==> config.mk <==
export PLATFORM = sky130hd
export DESIGN_NAME = operand_fetch_stage_flat
export DESIGN_NICKNAME = d
export VERILOG_FILES = /design/src/rtl/operand_fetch_stage_if.sv /design/src/rtl/operand_fetch_stage.sv /design/src/flat_wrapper.sv
export SDC_FILE = /design/constraint.sdc
export NUM_CORES = 1
export LEC_CHECK = 0
export BUFFER_PORTS_ARGS = -buffer_cell sky130_fd_sc_hd__buf_2
export CAP_MARGIN = 40
export CORE_MARGIN = 3
export CORE_UTILIZATION = 30
export CTS_CLUSTER_DIAMETER = 120
export DETAILED_ROUTE_END_ITERATION = 12
export SYNTH_ARGS = -nofsm -noshare
export SYNTH_HDL_FRONTEND = slang
export SYNTH_SLANG_ARGS = --single-unit
==> constraint.sdc <==
create_clock -name clk -period 4 [get_ports clk]
set_input_delay 0.4 -clock clk [delete_from_list [all_inputs] [get_ports clk]]
set_output_delay 0.4 -clock clk [all_outputs]
set_load 0.03 [all_outputs]
==> src/rtl/operand_fetch_stage_if.sv <==
// Handshake bundle between the fetch stage, its instruction source and the execute stage.
interface operand_fetch_stage_if #(
    parameter int unsigned AW = 4
);
    logic          in_valid;
    logic          in_ready;
    logic [31:0]   in_instr;
    logic          out_valid;
    logic          out_ready;
    logic [31:0]   out_op_a;
    logic [31:0]   out_op_b;
    logic [31:0]   out_op_c;
    logic [31:0]   out_imm;
    logic [AW-1:0] out_wr;
    logic          out_wen;
    logic [1:0]    out_func;

    modport master (
        output in_valid, in_instr, out_ready,
        input  in_ready, out_valid, out_op_a, out_op_b, out_op_c,
               out_imm, out_wr, out_wen, out_func
    );

    modport slave (
        input  in_valid, in_instr, out_ready,
        output in_ready, out_valid, out_op_a, out_op_b, out_op_c,
               out_imm, out_wr, out_wen, out_func
    );
endinterface

==> src/rtl/operand_fetch_stage.sv <==
// Decode/operand-fetch stage: drives RF read addresses, bypasses same-cycle writeback,
// tracks pending destinations in a scoreboard and registers operands for execute.
module operand_fetch_stage #(
    parameter int unsigned NREGS       = 16,
    parameter int unsigned STALL_CNT_W = 16
) (
    input  logic                     clk,
    input  logic                     reset,
    operand_fetch_stage_if.slave     bus,
    output logic [$clog2(NREGS)-1:0] src_a_o,
    output logic [$clog2(NREGS)-1:0] src_b_o,
    output logic [$clog2(NREGS)-1:0] src_c_o,
    input  logic [31:0]              out_a_i,
    input  logic [31:0]              out_b_i,
    input  logic [31:0]              out_c_i,
    input  logic                     wb_en_i,
    input  logic [$clog2(NREGS)-1:0] wb_addr_i,
    input  logic [31:0]              wb_data_i,
    input  logic                     flush_i,
    output logic [STALL_CNT_W-1:0]   stall_cnt_o
);
    localparam int unsigned AW   = $clog2(NREGS);
    localparam int unsigned DW   = 32;
    localparam int unsigned IMMW = 10;

    typedef struct packed {
        logic            wen;
        logic            use_a;
        logic            use_b;
        logic            use_c;
        logic [1:0]      func;
        logic [3:0]      wr;
        logic [3:0]      src_a;
        logic [3:0]      src_b;
        logic [3:0]      src_c;
        logic [IMMW-1:0] imm;
    } instr_t;

    typedef struct packed {
        logic [DW-1:0] op_a;
        logic [DW-1:0] op_b;
        logic [DW-1:0] op_c;
        logic [DW-1:0] imm;
        logic [AW-1:0] wr;
        logic          wen;
        logic [1:0]    func;
    } out_t;

    instr_t                 ins;
    out_t                   out_q, out_d;
    logic                   out_valid_q, out_valid_d;
    logic [NREGS-1:0]       sb_q, sb_d;
    logic [STALL_CNT_W-1:0] stall_q, stall_d;

    logic [NREGS-1:0] wb_mask;
    logic [NREGS-1:0] sb_eff;
    logic             hazard;
    logic             space;
    logic             in_ready;
    logic             accept;
    logic [DW-1:0]    byp_a, byp_b, byp_c;

    assign ins = instr_t'(bus.in_instr);

    assign src_a_o = AW'(ins.src_a);
    assign src_b_o = AW'(ins.src_b);
    assign src_c_o = AW'(ins.src_c);

    // A pending bit being retired by this cycle's writeback no longer blocks issue
    assign wb_mask = wb_en_i ? (NREGS'(1) << wb_addr_i) : '0;
    assign sb_eff  = sb_q & ~wb_mask;

    assign hazard = (ins.use_a && sb_eff[ins.src_a]) ||
                    (ins.use_b && sb_eff[ins.src_b]) ||
                    (ins.use_c && sb_eff[ins.src_c]) ||
                    (ins.wen   && sb_eff[ins.wr]);

    assign space    = !out_valid_q || bus.out_ready;
    assign in_ready = reset && space && !hazard && !flush_i;
    assign accept   = bus.in_valid && in_ready;

    assign byp_a = (ins.use_a && wb_en_i && (wb_addr_i == AW'(ins.src_a))) ? wb_data_i : out_a_i;
    assign byp_b = (ins.use_b && wb_en_i && (wb_addr_i == AW'(ins.src_b))) ? wb_data_i : out_b_i;
    assign byp_c = (ins.use_c && wb_en_i && (wb_addr_i == AW'(ins.src_c))) ? wb_data_i : out_c_i;

    // Next-state for output entry, scoreboard and stall counter
    always_comb begin
        out_d       = out_q;
        out_valid_d = out_valid_q;
        sb_d        = sb_q;
        stall_d     = stall_q;

        if (flush_i) begin
            out_valid_d = 1'b0;
        end else if (accept) begin
            out_valid_d  = 1'b1;
            out_d.op_a   = byp_a;
            out_d.op_b   = byp_b;
            out_d.op_c   = byp_c;
            out_d.imm    = {{(DW-IMMW){ins.imm[IMMW-1]}}, ins.imm};
            out_d.wr     = AW'(ins.wr);
            out_d.wen    = ins.wen;
            out_d.func   = ins.func;
        end else if (bus.out_ready && out_valid_q) begin
            out_valid_d = 1'b0;
        end

        // Later writes win, so a new reservation overrides a same-cycle clear
        if (wb_en_i) begin
            sb_d[wb_addr_i] = 1'b0;
        end
        if (flush_i && out_valid_q && out_q.wen) begin
            sb_d[out_q.wr] = 1'b0;
        end
        if (accept && ins.wen) begin
            sb_d[ins.wr] = 1'b1;
        end

        if (bus.in_valid && !in_ready && !(&stall_q)) begin
            stall_d = stall_q + STALL_CNT_W'(1);
        end
    end

    always_ff @(posedge clk or negedge reset) begin
        if (!reset) begin
            out_q       <= '0;
            out_valid_q <= 1'b0;
            sb_q        <= '0;
            stall_q     <= '0;
        end else begin
            out_q       <= out_d;
            out_valid_q <= out_valid_d;
            sb_q        <= sb_d;
            stall_q     <= stall_d;
        end
    end

    assign bus.in_ready  = in_ready;
    assign bus.out_valid = out_valid_q;
    assign bus.out_op_a  = out_q.op_a;
    assign bus.out_op_b  = out_q.op_b;
    assign bus.out_op_c  = out_q.op_c;
    assign bus.out_imm   = out_q.imm;
    assign bus.out_wr    = out_q.wr;
    assign bus.out_wen   = out_q.wen;
    assign bus.out_func  = out_q.func;
    assign stall_cnt_o   = stall_q;
endmodule

==> src/flat_wrapper.sv <==
// flat-port wrapper written by rule: the top's interface ports become plain ports
module operand_fetch_stage_flat 
#(
    parameter int unsigned NREGS       = 16,
    parameter int unsigned STALL_CNT_W = 16
)
  (clk, reset, src_a_o, src_b_o, src_c_o, out_a_i, out_b_i, out_c_i, wb_en_i, wb_addr_i, wb_data_i, flush_i, stall_cnt_o, bus_in_valid, bus_in_instr, bus_out_ready, bus_in_ready, bus_out_valid, bus_out_op_a, bus_out_op_b, bus_out_op_c, bus_out_imm, bus_out_wr, bus_out_wen, bus_out_func);
  operand_fetch_stage_if bus_i ();
  input  logic clk;
  input  logic reset;
  output logic [$clog2(NREGS)-1:0] src_a_o;
  output logic [$clog2(NREGS)-1:0] src_b_o;
  output logic [$clog2(NREGS)-1:0] src_c_o;
  input  logic [31:0] out_a_i;
  input  logic [31:0] out_b_i;
  input  logic [31:0] out_c_i;
  input  logic wb_en_i;
  input  logic [$clog2(NREGS)-1:0] wb_addr_i;
  input  logic [31:0] wb_data_i;
  input  logic flush_i;
  output logic [STALL_CNT_W-1:0] stall_cnt_o;
  input wire logic [$bits(bus_i.in_valid)-1:0] bus_in_valid;
  input wire logic [$bits(bus_i.in_instr)-1:0] bus_in_instr;
  input wire logic [$bits(bus_i.out_ready)-1:0] bus_out_ready;
  output wire logic [$bits(bus_i.in_ready)-1:0] bus_in_ready;
  output wire logic [$bits(bus_i.out_valid)-1:0] bus_out_valid;
  output wire logic [$bits(bus_i.out_op_a)-1:0] bus_out_op_a;
  output wire logic [$bits(bus_i.out_op_b)-1:0] bus_out_op_b;
  output wire logic [$bits(bus_i.out_op_c)-1:0] bus_out_op_c;
  output wire logic [$bits(bus_i.out_imm)-1:0] bus_out_imm;
  output wire logic [$bits(bus_i.out_wr)-1:0] bus_out_wr;
  output wire logic [$bits(bus_i.out_wen)-1:0] bus_out_wen;
  output wire logic [$bits(bus_i.out_func)-1:0] bus_out_func;
  assign bus_i.in_valid = bus_in_valid;
  assign bus_i.in_instr = bus_in_instr;
  assign bus_i.out_ready = bus_out_ready;
  assign bus_in_ready = bus_i.in_ready;
  assign bus_out_valid = bus_i.out_valid;
  assign bus_out_op_a = bus_i.out_op_a;
  assign bus_out_op_b = bus_i.out_op_b;
  assign bus_out_op_c = bus_i.out_op_c;
  assign bus_out_imm = bus_i.out_imm;
  assign bus_out_wr = bus_i.out_wr;
  assign bus_out_wen = bus_i.out_wen;
  assign bus_out_func = bus_i.out_func;
  operand_fetch_stage #(.NREGS(NREGS), .STALL_CNT_W(STALL_CNT_W)) u_core (.clk(clk), .reset(reset), .bus(bus_i), .src_a_o(src_a_o), .src_b_o(src_b_o), .src_c_o(src_c_o), .out_a_i(out_a_i), .out_b_i(out_b_i), .out_c_i(out_c_i), .wb_en_i(wb_en_i), .wb_addr_i(wb_addr_i), .wb_data_i(wb_data_i), .flush_i(flush_i), .stall_cnt_o(stall_cnt_o));
endmodule
==> impl_metrics.ini <==
[power_and_ir_drop]
power-per-cell-area_mw_per_mm2 = 576
totalPowerFinal_mw = 5.95
vdd_drop_max_mv = 0.327
power.static_leakage_nw = 5.63

[global_route]
grt_pass1_vias = 7172
grt_start_max_net_pins = 65
gr-total-overflow = 0
globalRouteTotalUtil_pct = 18.2
global_route_wire_length_before_repair_um = 40800
initial_antenna_violation_count = 2

[die]
placeableCoreArea_mm2 = 0.0255
start_util_pct = 30.9
std_cell_rows = 58
chipHeight_um = 168
die_width_um = 168
count_of_boundary_i_o_pins = 335
die_area_mm2 = 0.0283

[sta]
timing.slew.headroom_pct = 47.3
layout_worst_path_cycle_share_pct = 83.7
setup_violations = 0
tns_ns = 0
timing.clock.skew_ns = 0.0210
fin_crit_period_ns = 3.35
final_max_slew_viol_count = 0
timing_hold_violations_final = 0
worst_slew_pin_slew_ns = 0.790
max_freq_ghz = 0.299
grt_setup_unrepaired = no

[clock_network]
clock-sinks = 146
cts.root.buffer_cell = sky130_fd_sc_hd__clkbuf_16
ctsHtreeMaxLevel = 4
clock_pin_slew_worst_setup_and_hold_paths_ns = 0.07
cts_buffers = 17
number_of_buffers_between_clock_root_and_the_deepest_sink = 2
cts_tree = built
clock_latency_at_the_later_pin_of_the_worst_skew_pair_ns = 0.42

[run_status]
run_status = completed

[route]
drt-total-wl_um = 26400
vias_per_cell = 5.01
m1WireLength_um = 11100
remaining_drc_errors = 0
detail_route.first_pass.iterations = 4
top_layer = met5
wl_met3_um = 2230
wire_per_inst_um = 18.6
vias = 7105
route.met2.wl_um = 12400
antenna_left = 0
drtIter0Drc = 402

[cells_and_area]
layout.cells.most_common = sky130_fd_sc_hd__buf_2
antenna-diode-count = 0
design.final.nets = 1247
flow.area_growth_from_synthesis_pct = 30.8
utilization_pct = 40.5
layout_cell_share_with_drive_strength_beyond_1_pct = 37.8
most-common-layout-cells = 333 x sky130_fd_sc_hd__buf_2, 146 x sky130_fd_sc_hd__dfrtp_1, 112 x sky130_fd_sc_hd__nand2_1, 105 x sky130_fd_sc_hd__o21ai_1, 105 x sky130_fd_sc_hd__mux2i_1

[yosys]
syn_avg_cell_area_um2 = 10.0
ys_async_sr_fraction_pct = 100
netlist_top_cells_area = sky130_fd_sc_hd__dfrtp_1 46%, sky130_fd_sc_hd__mux2i_1 13%, sky130_fd_sc_hd__o21ai_1 6.6%
synthDistinctLibCells = 66
synth_top_area_share_pct = 46.2
mapped_nets = 958
synth_ff_type = sky130_fd_sc_hd__dfrtp_1
synthesis.area_mm2 = 0.00790
number_of_warnings_issued_by_yosys = 0
synth_seq_area_share_pct = 46.2
ys_ff_latch = 146
synth_area_leader_cell = sky130_fd_sc_hd__dfrtp_1
synth_cells = 787
synth_edf_count = 0

[setup_path]
crit_buf_inv = 3
startpoint_class = primary input
critical-path-max-stage-delay_ns = 0.47
setup.reg_to_reg.worst_slack_ns = 0.91
timing.critical_path.slowest_stage_cell = sky130_fd_sc_hd__o21ai_1
timing.critical_path.fanout_max = 8
cp_data_arrival_time_ns = 2.95
worst_ep_required_time_ns = 3.60
endpoint_kind = output port
criticalPathCategory = in -> out
cp_top_family = simple AND/OR/NAND/NOR gates
critical_path.most_common_cell = sky130_fd_sc_hd__buf_2
worstPathCellList = buf_2, nand3b_1, o21ai_1, mux2i_1, nor4b_1, a2111oi_4, nor4b_4, buf_4, buf_2

[placed_design]
gpl.final_weighted_congestion = 0.867
place_hpwl_um = 19600
number_of_buffer_cells_added_on_primary_ports = 334

[worst_hold_path]
worstHoldPathType = in -> reg

[job]
cap_violations = 0
## cells by family (layout without fill, tap and decap cells)
kind of cell	count (synthesis)	in the layout	share of synthesized area, %
AO/OA/AOI/OAI	185	185	14.8
buffers and inverters	97	398	7.01
flip-flops	146	146	46.2
multiplexers	127	127	16.7
adder cells (fa/ha/maj)	1	1	0.158
AND/OR/NAND/NOR	215	215	13.3
XOR/XNOR	16	16	1.77
## metrics by stage
| step | setup slack (ns) | cells | hold WS, ns | area, µm² |
|---|---|---|---|---|
| after floorplan | 0.755 | 787 | 0.104 | 7900 |
| after global placement | 0.426 | 1384 | 0.311 | 9650 |
| after detailed placement | 0.350 | 1386 | 0.308 | 9690 |
| after CTS | 0.651 | 1418 | 0.171 | 10300 |
| after global routing | 0.453 | 1418 | 0.178 | 10300 |
| final | 0.653 | 1418 | 0.193 | 10300 |
## area by class of cell
type | instances | area [µm²]
fill | 2593 | 15200
inverter | 16 | 60.1
sequential | 146 | 3650
timing repair buffer | 351 | 1850
multi-input combinational | 544 | 3720
tap | 330 | 413
clock inverter | 13 | 199
clock buffer | 18 | 439
## synthesized netlist by cell type (all sizes together) (3+ instances only)
library cell	instances
dfrtp	146
o21ai	116
nand2	113
mux2i	105
buf	54
clkbuf	27
nor2	25
o211ai	22
mux2	20
inv	16
nand3	16
o22ai	15
nor3	11
nand4	10
xor2	10
nand3b	7
xnor2	6
and3	5
nand2b	5
nor4	5
a221oi	4
nor2b	4
a21oi	3
a31oi	3
o221ai	3
or3b	3
## sequential cells by signal, summed over array words and instances (netlist names)
name,count
u_core.bus.out_op_a,32
u_core.bus.out_op_b,32
u_core.bus.out_op_c,32
u_core.sb_q,16
u_core.stall_cnt_o,16
u_core.bus.out_imm,10
u_core.bus.out_wr,4
u_core.bus.out_func,2
u_core.bus.out_valid,1
u_core.bus.out_wen,1
## path summary, 6_finish.rpt
| kind | endpoint | cells past startpoint | from |
|---|---|---|---|
| worst max-delay path | bus_in_ready | 9 | wb_addr_i[2] |
| worst min-delay path | u_core.bus.out_imm[5] | 2 | bus_in_instr[5] |
| worst max register to register | u_core.bus.out_op_b[1] | 9 | u_core.sb_q[14] |
| worst min register to register | u_core.bus.out_op_c[29] | 2 | u_core.bus.out_op_c[29] |
| max in group asynchronous | u_core.bus.out_op_c[28] | 3 | reset |
| min in group asynchronous | u_core.bus.out_op_b[5] | 2 | reset |
## report_power, final
group          internal (mW)  switching [mW]  leakage (nW)
Clock                   1.07           0.690         0.306
Sequential              1.84           0.270          1.84
Combinational          0.607            1.48          3.49
Total                   3.52            2.43          5.63
## layer usage
metal,GRT usage (%),vias up
met3,5.59,46
met2,29.2,303
met5,0,-
met4,6.51,4
li1,-,3375
met1,23.2,3377
## what timing repair did
item,in CTS,in global routing
endpoints found under the hold margin,28,0
setup buffers,0,0
resized for setup,0,0
hold buffers,1,0
No activity file was read; power rests on OpenSTA's default activity.
